File: src/rtl/bus_cycle_pkg.sv
// Shared types and helpers for the 6809 bus-cycle controller.
package bus_cycle_pkg;

  typedef enum logic [1:0] {
    IDLE  = 2'd0,
    WAIT  = 2'd1,
    READY = 2'd2,
    HOLD  = 2'd3
  } bus_state_e;

  localparam int unsigned MAX_DATA_WIDTH = 64;
  // Returned in place of peripheral data when a cycle is aborted.
  localparam logic [MAX_DATA_WIDTH-1:0] ERR_DATA_ONES = {MAX_DATA_WIDTH{1'b1}};

  function automatic int unsigned slice_lsb(input int unsigned idx, input int unsigned width);
    return idx * width;
  endfunction

endpackage

File: src/rtl/bus_cycle_controller_if.sv
// CPU-side 6809 bus signals of the bus-cycle controller.
interface bus_cycle_controller_if #(
  parameter int unsigned ADDR_WIDTH = 16,
  parameter int unsigned DATA_WIDTH = 8
);
  logic                  i_E;
  logic                  i_Q;
  logic                  i_RW;
  logic [ADDR_WIDTH-1:0] i_ADDRESS_BUS;
  logic [DATA_WIDTH-1:0] i_DATA;
  logic [DATA_WIDTH-1:0] o_DATA;
  logic                  o_DATA_OE;
  logic                  o_MRDY;
  logic                  o_DBEN;

  modport master (
    output i_E, i_Q, i_RW, i_ADDRESS_BUS, i_DATA,
    input  o_DATA, o_DATA_OE, o_MRDY, o_DBEN
  );

  modport slave (
    input  i_E, i_Q, i_RW, i_ADDRESS_BUS, i_DATA,
    output o_DATA, o_DATA_OE, o_MRDY, o_DBEN
  );
endinterface

File: src/rtl/bus_edge_sync.sv
// Two-flop synchroniser for an asynchronous CPU clock phase with a
// one-clk edge pulse on the synchronised value (rise or fall selectable).
module bus_edge_sync #(
  parameter bit DETECT_RISE = 1'b1
) (
  input  logic clk,
  input  logic rst_n,
  input  logic async_i,
  output logic pulse_o
);
  logic meta_q, meta_d;
  logic sync_q, sync_d;
  logic prev_q, prev_d;

  // Shift chain: metastability stage, stable stage, previous-value stage.
  always_comb begin
    meta_d = async_i;
    sync_d = meta_q;
    prev_d = sync_q;
  end

  // Synchroniser flops.
  always_ff @(posedge clk or negedge rst_n) begin
    if (!rst_n) begin
      meta_q <= 1'b0;
      sync_q <= 1'b0;
      prev_q <= 1'b0;
    end else begin
      meta_q <= meta_d;
      sync_q <= sync_d;
      prev_q <= prev_d;
    end
  end

  // Edge pulse.
  always_comb begin
    if (DETECT_RISE) begin
      pulse_o = sync_q & ~prev_q;
    end else begin
      pulse_o = ~sync_q & prev_q;
    end
  end
endmodule

File: src/rtl/bus_cycle_controller.sv
// 6809 bus-cycle engine: window decode, MRDY stretching with per-region waits
// and peripheral ready, read-data return, write capture and hung-cycle abort.
module bus_cycle_controller
  import bus_cycle_pkg::*;
#(
  parameter int unsigned NUM_REGIONS = 4,
  parameter int unsigned ADDR_WIDTH  = 16,
  parameter int unsigned DATA_WIDTH  = 8,
  parameter int unsigned WAIT_WIDTH  = 4,
  parameter logic [NUM_REGIONS*ADDR_WIDTH-1:0] REGION_BASE = {16'hF000, 16'hA000, 16'h1000, 16'h0000},
  parameter logic [NUM_REGIONS*ADDR_WIDTH-1:0] REGION_MASK = {16'hF000, 16'hE000, 16'hF000, 16'hF000},
  parameter logic [NUM_REGIONS*WAIT_WIDTH-1:0] REGION_WAIT = {4'd2, 4'd1, 4'd0, 4'd0},
  parameter int unsigned TIMEOUT     = 64
) (
  input  logic                              clk,
  input  logic                              i_RESET,
  bus_cycle_controller_if.slave             bus,
  output logic [NUM_REGIONS-1:0]            o_region_ce,
  input  logic [NUM_REGIONS-1:0]            i_region_ready,
  input  logic [NUM_REGIONS*DATA_WIDTH-1:0] i_region_rdata,
  output logic [DATA_WIDTH-1:0]             o_wdata,
  output logic                              o_wr_strobe,
  output logic                              o_bus_error,
  output logic                              o_unmapped
);
  localparam int unsigned REG_W = (NUM_REGIONS > 1) ? $clog2(NUM_REGIONS) : 1;
  localparam int unsigned TMO_W = $clog2(TIMEOUT + 1);
  localparam logic [TMO_W-1:0] TMO_LAST = TMO_W'(TIMEOUT - 1);

  bus_state_e             state_q, state_d;
  logic [REG_W-1:0]       idx_q, idx_d, hit_idx_s;
  logic                   rw_q, rw_d;
  logic [WAIT_WIDTH-1:0]  wait_q, wait_d, hit_wait_s;
  logic [TMO_W-1:0]       tmo_q, tmo_d;
  logic                   hit_s, q_rise_s, e_fall_s, timeout_s, sel_ready_s;
  logic [DATA_WIDTH-1:0]  sel_rdata_s;

  logic                   mrdy_q, mrdy_d, dben_q, dben_d, oe_q, oe_d;
  logic [DATA_WIDTH-1:0]  data_q, data_d, wdata_q, wdata_d;
  logic [NUM_REGIONS-1:0] ce_q, ce_d;
  logic                   strobe_q, strobe_d, err_q, err_d, unmapped_q, unmapped_d;

  bus_edge_sync #(.DETECT_RISE(1'b1)) u_q_sync (
    .clk(clk), .rst_n(i_RESET), .async_i(bus.i_Q), .pulse_o(q_rise_s)
  );

  bus_edge_sync #(.DETECT_RISE(1'b0)) u_e_sync (
    .clk(clk), .rst_n(i_RESET), .async_i(bus.i_E), .pulse_o(e_fall_s)
  );

  // Priority window decode: the first matching region from index 0 upward wins.
  always_comb begin
    hit_s     = 1'b0;
    hit_idx_s = '0;
    for (int unsigned r = 0; r < NUM_REGIONS; r++) begin
      if (!hit_s && ((bus.i_ADDRESS_BUS & REGION_MASK[slice_lsb(r, ADDR_WIDTH) +: ADDR_WIDTH])
                     == REGION_BASE[slice_lsb(r, ADDR_WIDTH) +: ADDR_WIDTH])) begin
        hit_s     = 1'b1;
        hit_idx_s = REG_W'(r);
      end else begin
        hit_s     = hit_s;
      end
    end
  end

  // Per-region selections for the decoded and the active cycle.
  always_comb begin
    hit_wait_s  = REGION_WAIT[slice_lsb(32'(hit_idx_s), WAIT_WIDTH) +: WAIT_WIDTH];
    sel_ready_s = i_region_ready[idx_q];
    sel_rdata_s = i_region_rdata[slice_lsb(32'(idx_q), DATA_WIDTH) +: DATA_WIDTH];
  end

  // State and cycle-context registers.
  always_ff @(posedge clk or negedge i_RESET) begin
    if (!i_RESET) begin
      state_q <= IDLE;
      idx_q   <= '0;
      rw_q    <= 1'b1;
      wait_q  <= '0;
      tmo_q   <= '0;
    end else begin
      state_q <= state_d;
      idx_q   <= idx_d;
      rw_q    <= rw_d;
      wait_q  <= wait_d;
      tmo_q   <= tmo_d;
    end
  end

  // Next-state logic; the timeout check outranks peripheral ready.
  always_comb begin
    state_d   = state_q;
    idx_d     = idx_q;
    rw_d      = rw_q;
    wait_d    = wait_q;
    tmo_d     = tmo_q;
    timeout_s = 1'b0;
    case (state_q)
      IDLE: begin
        if (q_rise_s && hit_s) begin
          state_d = WAIT;
          idx_d   = hit_idx_s;
          rw_d    = bus.i_RW;
          wait_d  = hit_wait_s;
          tmo_d   = '0;
        end else begin
          state_d = IDLE;
        end
      end
      WAIT: begin
        wait_d = (wait_q != '0) ? (wait_q - WAIT_WIDTH'(1)) : '0;
        tmo_d  = tmo_q + TMO_W'(1);
        if (tmo_q == TMO_LAST) begin
          timeout_s = 1'b1;
          state_d   = READY;
        end else if ((wait_q == '0) && sel_ready_s) begin
          state_d   = READY;
        end else begin
          state_d   = WAIT;
        end
      end
      READY: begin
        state_d = HOLD;
      end
      HOLD: begin
        if (e_fall_s) begin
          state_d = IDLE;
        end else begin
          state_d = HOLD;
        end
      end
      default: begin
        state_d = IDLE;
      end
    endcase
  end

  // Output decode, registered below so every port comes straight from a flop.
  always_comb begin
    mrdy_d = (state_d != WAIT);
    dben_d = (state_d == IDLE);
    ce_d   = '0;
    if (state_d != IDLE) begin
      ce_d[idx_d] = 1'b1;
    end else begin
      ce_d = '0;
    end

    data_d = data_q;
    if ((state_q == WAIT) && (state_d == READY) && rw_q) begin
      oe_d   = 1'b1;
      data_d = timeout_s ? ERR_DATA_ONES[DATA_WIDTH-1:0] : sel_rdata_s;
    end else if (state_d == IDLE) begin
      oe_d   = 1'b0;
    end else begin
      oe_d   = oe_q;
    end

    if ((state_q == HOLD) && e_fall_s && !rw_q) begin
      wdata_d  = bus.i_DATA;
      strobe_d = 1'b1;
    end else begin
      wdata_d  = wdata_q;
      strobe_d = 1'b0;
    end

    err_d      = err_q | timeout_s;
    unmapped_d = (state_q == IDLE) && q_rise_s && !hit_s;
  end

  // Output registers; reset releases MRDY immediately.
  always_ff @(posedge clk or negedge i_RESET) begin
    if (!i_RESET) begin
      mrdy_q     <= 1'b1;
      dben_q     <= 1'b1;
      oe_q       <= 1'b0;
      data_q     <= '0;
      ce_q       <= '0;
      wdata_q    <= '0;
      strobe_q   <= 1'b0;
      err_q      <= 1'b0;
      unmapped_q <= 1'b0;
    end else begin
      mrdy_q     <= mrdy_d;
      dben_q     <= dben_d;
      oe_q       <= oe_d;
      data_q     <= data_d;
      ce_q       <= ce_d;
      wdata_q    <= wdata_d;
      strobe_q   <= strobe_d;
      err_q      <= err_d;
      unmapped_q <= unmapped_d;
    end
  end

  assign bus.o_MRDY    = mrdy_q;
  assign bus.o_DBEN    = dben_q;
  assign bus.o_DATA_OE = oe_q;
  assign bus.o_DATA    = data_q;
  assign o_region_ce   = ce_q;
  assign o_wdata       = wdata_q;
  assign o_wr_strobe   = strobe_q;
  assign o_bus_error   = err_q;
  assign o_unmapped    = unmapped_q;
endmodule

File: src/flat_wrapper.sv
// flat-port wrapper written by rule: the top's interface ports become plain ports
module bus_cycle_controller_flat import bus_cycle_pkg::*;
#(
  parameter int unsigned NUM_REGIONS = 4,
  parameter int unsigned ADDR_WIDTH  = 16,
  parameter int unsigned DATA_WIDTH  = 8,
  parameter int unsigned WAIT_WIDTH  = 4,
  parameter logic [NUM_REGIONS*ADDR_WIDTH-1:0] REGION_BASE = {16'hF000, 16'hA000, 16'h1000, 16'h0000},
  parameter logic [NUM_REGIONS*ADDR_WIDTH-1:0] REGION_MASK = {16'hF000, 16'hE000, 16'hF000, 16'hF000},
  parameter logic [NUM_REGIONS*WAIT_WIDTH-1:0] REGION_WAIT = {4'd2, 4'd1, 4'd0, 4'd0},
  parameter int unsigned TIMEOUT     = 64
)
  (clk, i_RESET, o_region_ce, i_region_ready, i_region_rdata, o_wdata, o_wr_strobe, o_bus_error, o_unmapped, bus_i_E, bus_i_Q, bus_i_RW, bus_i_ADDRESS_BUS, bus_i_DATA, bus_o_DATA, bus_o_DATA_OE, bus_o_MRDY, bus_o_DBEN);
  bus_cycle_controller_if #(.ADDR_WIDTH(ADDR_WIDTH), .DATA_WIDTH(DATA_WIDTH)) bus_i ();
  input  logic clk;
  input  logic i_RESET;
  output logic [NUM_REGIONS-1:0] o_region_ce;
  input  logic [NUM_REGIONS-1:0] i_region_ready;
  input  logic [NUM_REGIONS*DATA_WIDTH-1:0] i_region_rdata;
  output logic [DATA_WIDTH-1:0] o_wdata;
  output logic o_wr_strobe;
  output logic o_bus_error;
  output logic o_unmapped;
  input wire logic [$bits(bus_i.i_E)-1:0] bus_i_E;
  input wire logic [$bits(bus_i.i_Q)-1:0] bus_i_Q;
  input wire logic [$bits(bus_i.i_RW)-1:0] bus_i_RW;
  input wire logic [$bits(bus_i.i_ADDRESS_BUS)-1:0] bus_i_ADDRESS_BUS;
  input wire logic [$bits(bus_i.i_DATA)-1:0] bus_i_DATA;
  output wire logic [$bits(bus_i.o_DATA)-1:0] bus_o_DATA;
  output wire logic [$bits(bus_i.o_DATA_OE)-1:0] bus_o_DATA_OE;
  output wire logic [$bits(bus_i.o_MRDY)-1:0] bus_o_MRDY;
  output wire logic [$bits(bus_i.o_DBEN)-1:0] bus_o_DBEN;
  assign bus_i.i_E = bus_i_E;
  assign bus_i.i_Q = bus_i_Q;
  assign bus_i.i_RW = bus_i_RW;
  assign bus_i.i_ADDRESS_BUS = bus_i_ADDRESS_BUS;
  assign bus_i.i_DATA = bus_i_DATA;
  assign bus_o_DATA = bus_i.o_DATA;
  assign bus_o_DATA_OE = bus_i.o_DATA_OE;
  assign bus_o_MRDY = bus_i.o_MRDY;
  assign bus_o_DBEN = bus_i.o_DBEN;
  bus_cycle_controller #(.NUM_REGIONS(NUM_REGIONS), .ADDR_WIDTH(ADDR_WIDTH), .DATA_WIDTH(DATA_WIDTH), .WAIT_WIDTH(WAIT_WIDTH), .REGION_BASE(REGION_BASE), .REGION_MASK(REGION_MASK), .REGION_WAIT(REGION_WAIT), .TIMEOUT(TIMEOUT)) u_core (.clk(clk), .i_RESET(i_RESET), .bus(bus_i), .o_region_ce(o_region_ce), .i_region_ready(i_region_ready), .i_region_rdata(i_region_rdata), .o_wdata(o_wdata), .o_wr_strobe(o_wr_strobe), .o_bus_error(o_bus_error), .o_unmapped(o_unmapped));
endmodule
File: config.mk
export PLATFORM = sky130hd
export DESIGN_NAME = bus_cycle_controller_flat
export DESIGN_NICKNAME = d
export VERILOG_FILES = /design/src/rtl/bus_cycle_pkg.sv /design/src/rtl/bus_cycle_controller_if.sv /design/src/rtl/bus_edge_sync.sv /design/src/rtl/bus_cycle_controller.sv /design/src/flat_wrapper.sv
export SDC_FILE = /design/constraint.sdc
export NUM_CORES = 1
export LEC_CHECK = 0
export CORE_UTILIZATION = 46
export CTS_BUF_LIST = sky130_fd_sc_hd__clkbuf_16
export DETAILED_ROUTE_END_ITERATION = 10
export HOLD_SLACK_MARGIN = 0.15
export PLACE_DENSITY = 0.85
export SLEW_MARGIN = 20
export SYNTH_ARGS = -nofsm -noshare
export SYNTH_HDL_FRONTEND = slang
export SYNTH_SLANG_ARGS = --single-unit
File: constraint.sdc
create_clock -name clk -period 3.35 [get_ports clk]
set_clock_uncertainty 0.05 [all_clocks]
set_input_delay 0.67 -clock clk [delete_from_list [all_inputs] [get_ports clk]]
set_output_delay 0.67 -clock clk [all_outputs]
set_load 0.01 [all_outputs]
==> results.json, run 1 <==
{
  "status": "completed",
  "fp.dieW_um": 71.6,
  "final_max_slew_viol_count": 0,
  "ys_seq_elements": 48,
  "fin_crit_sh_pct": 67.8,
  "synth_edf_count": 0,
  "drtIter0Drc": 79,
  "min_period_ns": 2.27,
  "pwr-share-comb_pct": 37.4,
  "finalSetupTns_ns": 0,
  "maxCapViolCount": 0,
  "critPathLaunchType": "input pin",
  "dr.pass1.iters": 4,
  "cp_cell_sequence": "clkdlybuf4s50_1 > mux4_2 > and2_1 > o211a_1 > o22a_1",
  "place_ws_ns": 0.790,
  "cp_slowest_stage_delay_ns": 0.48,
  "placed_cell_area_sq_mm": 0.00304,
  "fmax_mhz": 440,
  "start_util_pct": 49.5,
  "layout.nets": 314,
  "ys_seq_area_share_pct": 54.0,
  "async_flop_share_pct": 100,
  "timing.hold.ws_ns": 0.301,
  "wl_per_cell_um": 16.0,
  "drt-total-wl_mm": 4.82,
  "critPathCapture": "u_core.bus.o_DATA[4]",
  "postCtsHoldBufs": 0,
  "num_rows": 24,
  "cts_inserted_buffers": 5,
  "hp-class": "flop to flop",
  "worst_ep_required_time_ns": 3.46,
  "clock_sinks": 48,
  "core_area_sq_mm": 0.00450,
  "htree_num_levels": 2,
  "syn_area_per_cell_sq_um": 13.2,
  "grtUsageTotal_pct": 19.9,
  "cts_root_buf": "clkbuf_16",
  "antenna_found_initial": 0,
  "synth.cell_area_sq_mm": 0.00223,
  "rr_worst_depth": 5,
  "clock_latency_ns": 0.28,
  "synthCells": 169,
  "synth_ff_type": "dfrtp_1",
  "setup_viol": 0,
  "area_growth_pct": 42.9,
  "num_io_pins": 91,
  "utilization_pct": 70.7,
  "crit_fanout": 9,
  "power_switching_mw": 0.676,
  "n_fill_cell": 320,
  "route.detailed.drc": 0,
  "seqPwrFrac_pct": 41.5,
  "ant_nets": 0,
  "rrSetupSlack_ns": 1.25,
  "post_cts_buffers": 0,
  "powerDensity_mw_per_mm2": 691,
  "r2r-start": "u_core.idx_q[0]",
  "internal_power_mw": 1.53,
  "crit_type": "input pin to flop",
  "clk_pin_slew_worst_paths_ns": 0.06,
  "worst_r2r_endpoint": "u_core.bus.o_DATA[4]",
  "cts_tree": "done",
  "fin_cells": 301,
  "cellLeakagePower_nw": 1.32,
  "relSlewSlack_pct": 60.9,
  "fin_area_sq_mm": 0.00319,
  "dp.cells": 293,
  "drive_gt1_share_pct": 17.3,
  "crit_path_end_kind": "flop",
  "gp_congestion": 0.808,
  "routed_via_density": 5.72,
  "gr-total-overflow": 0,
  "grt_pass1_vias": 1784,
  "worst_slack_ns": 1.08,
  "worst_slew_pin_slew_ns": 0.587,
  "post-dp-hpwl_mm": 3.57,
  "timing.critical_path.from": "i_region_ready[3]",
  "cts_buffer_depth": 2,
  "grt_pass1_wl_mm": 8.01,
  "peakVddDrop_v": 0.000451,
  "ys_types": 51,
  "rsz0062_at_grt": "no",
  "io_buffers": 78,
  "grt_start_max_net_pins": 49,
  "syn-num-nets": 235,
  "cp_slowest_cell": "mux4_2",
  "p_clk_share_pct": 21.1,
  "die_h_um": 71.6,
  "total_power_mw": 2.20,
  "die_area_sq_mm": 0.00513,
  "cts.repair.resized": 0,
  "hold_violations": 0,
  "antenna-diode-count": 0,
  "vias": 1721,
  "switching_share_pct": 30.7,
  "yosys_warnings": 0,
  "worstPathArrival_ns": 2.39
}
==> registers in the layout (all words and copies together), names as in the netlist, 2 cells and up <==
name	cells
u_core.wait_q	4
u_core.o_wdata	8
u_core.bus.o_DATA	8
u_core.idx_q	2
u_core.tmo_q	7
u_core.o_region_ce	4
u_core.state_q	2
==> critical path: cells and delay by family <==
| family | cells | cell delay [ns] |
|---|---|---|
| buffers and inverters | 1 | 0.39 |
| AO/OA/AOI/OAI | 2 | 0.62 |
| AND/OR/NAND/NOR | 1 | 0.21 |
| multiplexers | 1 | 0.48 |
==> Yosys cell counts (3+ instances only) <==
library cell,n,area [sq um]
o21ai_0,7,35.0
nor2b_1,3,18.8
nor3_1,4,20.0
nand2_1,7,26.3
dfrtp_1,45,1130
nor2_1,5,18.8
clkbuf_1,3,11.3
buf_2,4,20.0
dfstp_2,3,78.8
a21oi_1,5,25.0
nor4_1,3,18.8
mux4_2,9,203
mux2_2,9,101
o22a_1,9,78.8
nor3_2,3,30.0
inv_1,3,11.3
nand3_1,3,15.0
==> power groups by stage <==
stage | sequential, mW | combinational (mW) | clock, mW
after floorplan | 0.940 | 0.413 | 0
after global placement | 0.914 | 0.812 | 0
after detailed placement | 0.924 | 0.831 | 0
after CTS | 0.916 | 0.833 | 0.472
after global routing | 0.939 | 0.898 | 0.496
final | 0.914 | 0.823 | 0.465
==> cells in the final DEF, fill, tap and decap left out, types with 2 or more instances in the layout <==
cell type	instances
clkdlybuf4s50_1	77
dfrtp_1	45
mux4_2	9
o22a_1	9
mux2_2	9
nand2_1	7
o21ai_0	7
nor2_1	5
a21oi_1	5
clkbuf_16	5
nor3_1	4
inv_1	4
nor4_1	3
nand3_1	3
nor2b_1	3
nor3_2	3
buf_4	3
dfstp_2	3
nand4b_1	2
and3_1	2
nand2b_1	2
a31oi_1	2
o2bb2ai_1	2
nor3b_1	2
o211a_1	2
a211o_1	2
a22o_1	2
o32ai_1	2
==> how the worst min path moves through the flow <==
| stage | start | slack, ns | depth (start not counted) | to |
|---|---|---|---|---|
| 3_5_place_dp | u_core.u_q_sync.meta_q | 0.29 | 0 | u_core.u_q_sync.prev_d |
| 3_3_place_gp | u_core.u_e_sync.meta_q | 0.28 | 0 | u_core.u_e_sync.prev_d |
| 4_1_cts | u_core.u_q_sync.meta_q | 0.30 | 0 | u_core.u_q_sync.prev_d |
| 6_report | u_core.u_q_sync.meta_q | 0.30 | 0 | u_core.u_q_sync.prev_d |
| 2_1_floorplan | u_core.u_e_sync.meta_q | 0.28 | 0 | u_core.u_e_sync.prev_d |
| 5_1_grt | u_core.u_e_sync.meta_q | 0.32 | 0 | u_core.u_e_sync.prev_d |
==> kinds of logic after synthesis <==
logic type      Yosys count  share of synthesized area, %
buf+inv                  12                          2.58
fa+ha+maj                 1                         0.561
simple gates             43                          12.7
xor+xnor                  1                         0.393
flops                    48                          54.0
mux                      20                          14.6
compound gates           44                          15.1
==> metal layers <==
layer	GRT usage (%)	vias to the layer above	wire [um]
met1	24.6	824	2000
met4	4.58	0	32
met2	34.1	79	2360
met3	6.61	5	421
met5	0	-	0
li1	-	813	-
==> area by class of cell <==
class                      instances  area, sq um  area share (%)
clock inverter                     3         15.0           0.471
tap                               52         65.1            2.04
timing repair buffer              80          793            24.9
sequential                        48         1200            37.8
inverter                           4         15.0           0.471
multi-input combinational        109          967            30.4
clock buffer                       5          125            3.93
(Power assumes the default switching activity.)
==> run 2: changes to the inputs <==
--- a/config.mk
+++ b/config.mk
@@ -5,11 +5,11 @@
 export SDC_FILE = /design/constraint.sdc
 export NUM_CORES = 1
 export LEC_CHECK = 0
-export CORE_UTILIZATION = 46
+export CORE_UTILIZATION = 39
 export CTS_BUF_LIST = sky130_fd_sc_hd__clkbuf_16
 export DETAILED_ROUTE_END_ITERATION = 10
 export HOLD_SLACK_MARGIN = 0.15
-export PLACE_DENSITY = 0.85
+export PLACE_DENSITY = 0.77
 export SLEW_MARGIN = 20
 export SYNTH_ARGS = -nofsm -noshare
 export SYNTH_HDL_FRONTEND = slang
==> constraint.sdc (replaced) <==
create_clock -name clk -period 2 [get_ports clk]
set_clock_uncertainty 0.05 [all_clocks]
set_input_delay 0.4 -clock clk [delete_from_list [all_inputs] [get_ports clk]]
set_output_delay 0.4 -clock clk [all_outputs]
set_load 0.01 [all_outputs]
==> results.json, run 2 (same netlist as run 1, synthesis figures left out) <==
{
  "final_common_cell": "clkdlybuf4s50_1",
  "fmax_mhz": 513,
  "grt_start_max_net_pins": 49,
  "min_period_ns": 1.95,
  "grt_pass1_vias": 1809,
  "start_util_pct": 40.5,
  "worst_r2r_endpoint": "u_core.wait_q[0]",
  "place_ws_ns": -0.244,
  "timing.hold.ws_ns": 0.298,
  "num_rows": 27,
  "final_max_slew_viol_count": 0,
  "cts_tree": "done",
  "vias": 1775,
  "drt-total-wl_mm": 5.16,
  "routed_via_density": 5.27,
  "hp-class": "flop to flop",
  "grtUsageTotal_pct": 18.3,
  "maxCapViolCount": 0,
  "final_cell_mix": "clkdlybuf4s50_1, dfrtp_1, buf_4",
  "placed_cell_area_sq_mm": 0.00319,
  "r2r-start": "u_core.state_q[0]",
  "fp.dieW_um": 77.6,
  "worst_slew_pin_slew_ns": 0.555,
  "io_buffers": 78,
  "rr_worst_depth": 4,
  "clock_latency_ns": 0.29,
  "gp_congestion": 0.810,
  "ant_nets": 0,
  "area_growth_pct": 53.7,
  "cellLeakagePower_nw": 1.44,
  "antenna-diode-count": 0,
  "clock_sinks": 48,
  "hold_path_end": "u_core.u_e_sync.prev_d",
  "dp.cells": 328,
  "relSlewSlack_pct": 63.0,
  "core_area_sq_mm": 0.00551,
  "finalSetupTns_ns": 0,
  "fin_cells": 337,
  "wl_per_cell_um": 15.3,
  "cts_root_buf": "clkbuf_16",
  "crit_path_end_kind": "flop",
  "gr-total-overflow": 0,
  "route.detailed.drc": 0,
  "drtIter0Drc": 62,
  "status": "completed",
  "worst_ep_required_time_ns": 2.12,
  "clk_pin_slew_worst_paths_ns": 0.06,
  "die_h_um": 77.6,
  "post-dp-hpwl_mm": 3.85,
  "peakVddDrop_v": 0.000657,
  "drive_gt1_share_pct": 22.6,
  "dr.pass1.iters": 4,
  "critPathLaunchType": "input pin",
  "htree_num_levels": 2,
  "num_io_pins": 91,
  "fin_crit_sh_pct": 97.4,
  "worstHoldStart": "u_core.u_e_sync.meta_q",
  "holdPathStages": 0,
  "rrSetupSlack_ns": 0.09,
  "worstPathArrival_ns": 2.07,
  "cts_buffer_depth": 2,
  "worst_slack_ns": 0.0519,
  "n_fill_cell": 451,
  "grt_pass1_wl_mm": 8.46,
  "die_area_sq_mm": 0.00602,
  "antenna_found_initial": 0,
  "fin_area_sq_mm": 0.00343,
  "layout.nets": 330,
  "setup_viol": 0,
  "hold_violations": 0,
  "crit_type": "input pin to flop",
  "crit_fanout": 9,
  "cts_inserted_buffers": 5,
  "powerDensity_mw_per_mm2": 1230
}
-- run 2: power by group --
| part | switching [mW] | internal, mW |
|---|---|---|
| Combinational | 0.654 | 0.887 |
| Sequential | 0.188 | 1.30 |
| Clock | 0.342 | 0.842 |
| Total | 1.18 | 3.02 |
-- run 2: cell type report --
class	instances	area, sq um	area share (%)
inverter	4	15.0	0.438
tap	72	90.1	2.63
sequential	48	1200	35.2
clock inverter	3	90.1	2.63
multi-input combinational	109	976	28.5
clock buffer	5	125	3.65
timing repair buffer	96	926	27.0
-- run 2: stage by stage --
step	power [mW]	util, %
CTS	4.24	62.1
finish	4.21	62.2
global placement	2.97	58.0
detailed placement	3.04	58.0
global route	4.43	62.2
floorplan	2.27	-
-- run 2: routing by layer --
layer	up-vias	GRT usage [%]	part of all wire (%)
met2	55	32.0	51
met4	0	3.58	0.81
met5	-	0	0
met1	874	22.2	43
met3	4	5.41	5.8
li1	842	-	-
-- run 2: how the worst max path moves through the flow --
stage	from	end
6_report	i_region_ready[3]	u_core.bus.o_DATA[2]
5_1_grt	u_core.state_q[1]	u_core.o_region_ce[3]
4_1_cts	i_region_ready[3]	u_core.bus.o_DATA[2]
3_5_place_dp	i_region_ready[3]	u_core.bus.o_DATA[2]
3_3_place_gp	i_region_ready[3]	u_core.bus.o_DATA[5]
2_1_floorplan	u_core.state_q[1]	u_core.wait_q[0]
-- run 2: worst max-delay path, cell delays in order --
cell and delay, ns:
clkdlybuf4s50_1 0.41, mux4_2 0.47, and2_1 0.19, o211a_1 0.35, o22a_1 0.25
-- run 2: timing repair --
action / CTS / global route
setup endpoints to repair: 0 / 2
endpoints found under the hold margin: 45 / 0
buffers inserted: 0 / 0
gates resized for setup: 0 / 1
hold buffers: 1 / 0
==> run 3: changes to the inputs <==
--- a/config.mk
+++ b/config.mk
@@ -10,6 +10,7 @@
 export DETAILED_ROUTE_END_ITERATION = 10
 export HOLD_SLACK_MARGIN = 0.15
 export PLACE_DENSITY = 0.77
+export SKIP_LAST_GASP = 1
 export SLEW_MARGIN = 20
 export SYNTH_ARGS = -nofsm -noshare
 export SYNTH_HDL_FRONTEND = slang
==> results of run 3 <==
Same layout as run 2: the final DEF is identical, and so are final timing and power.
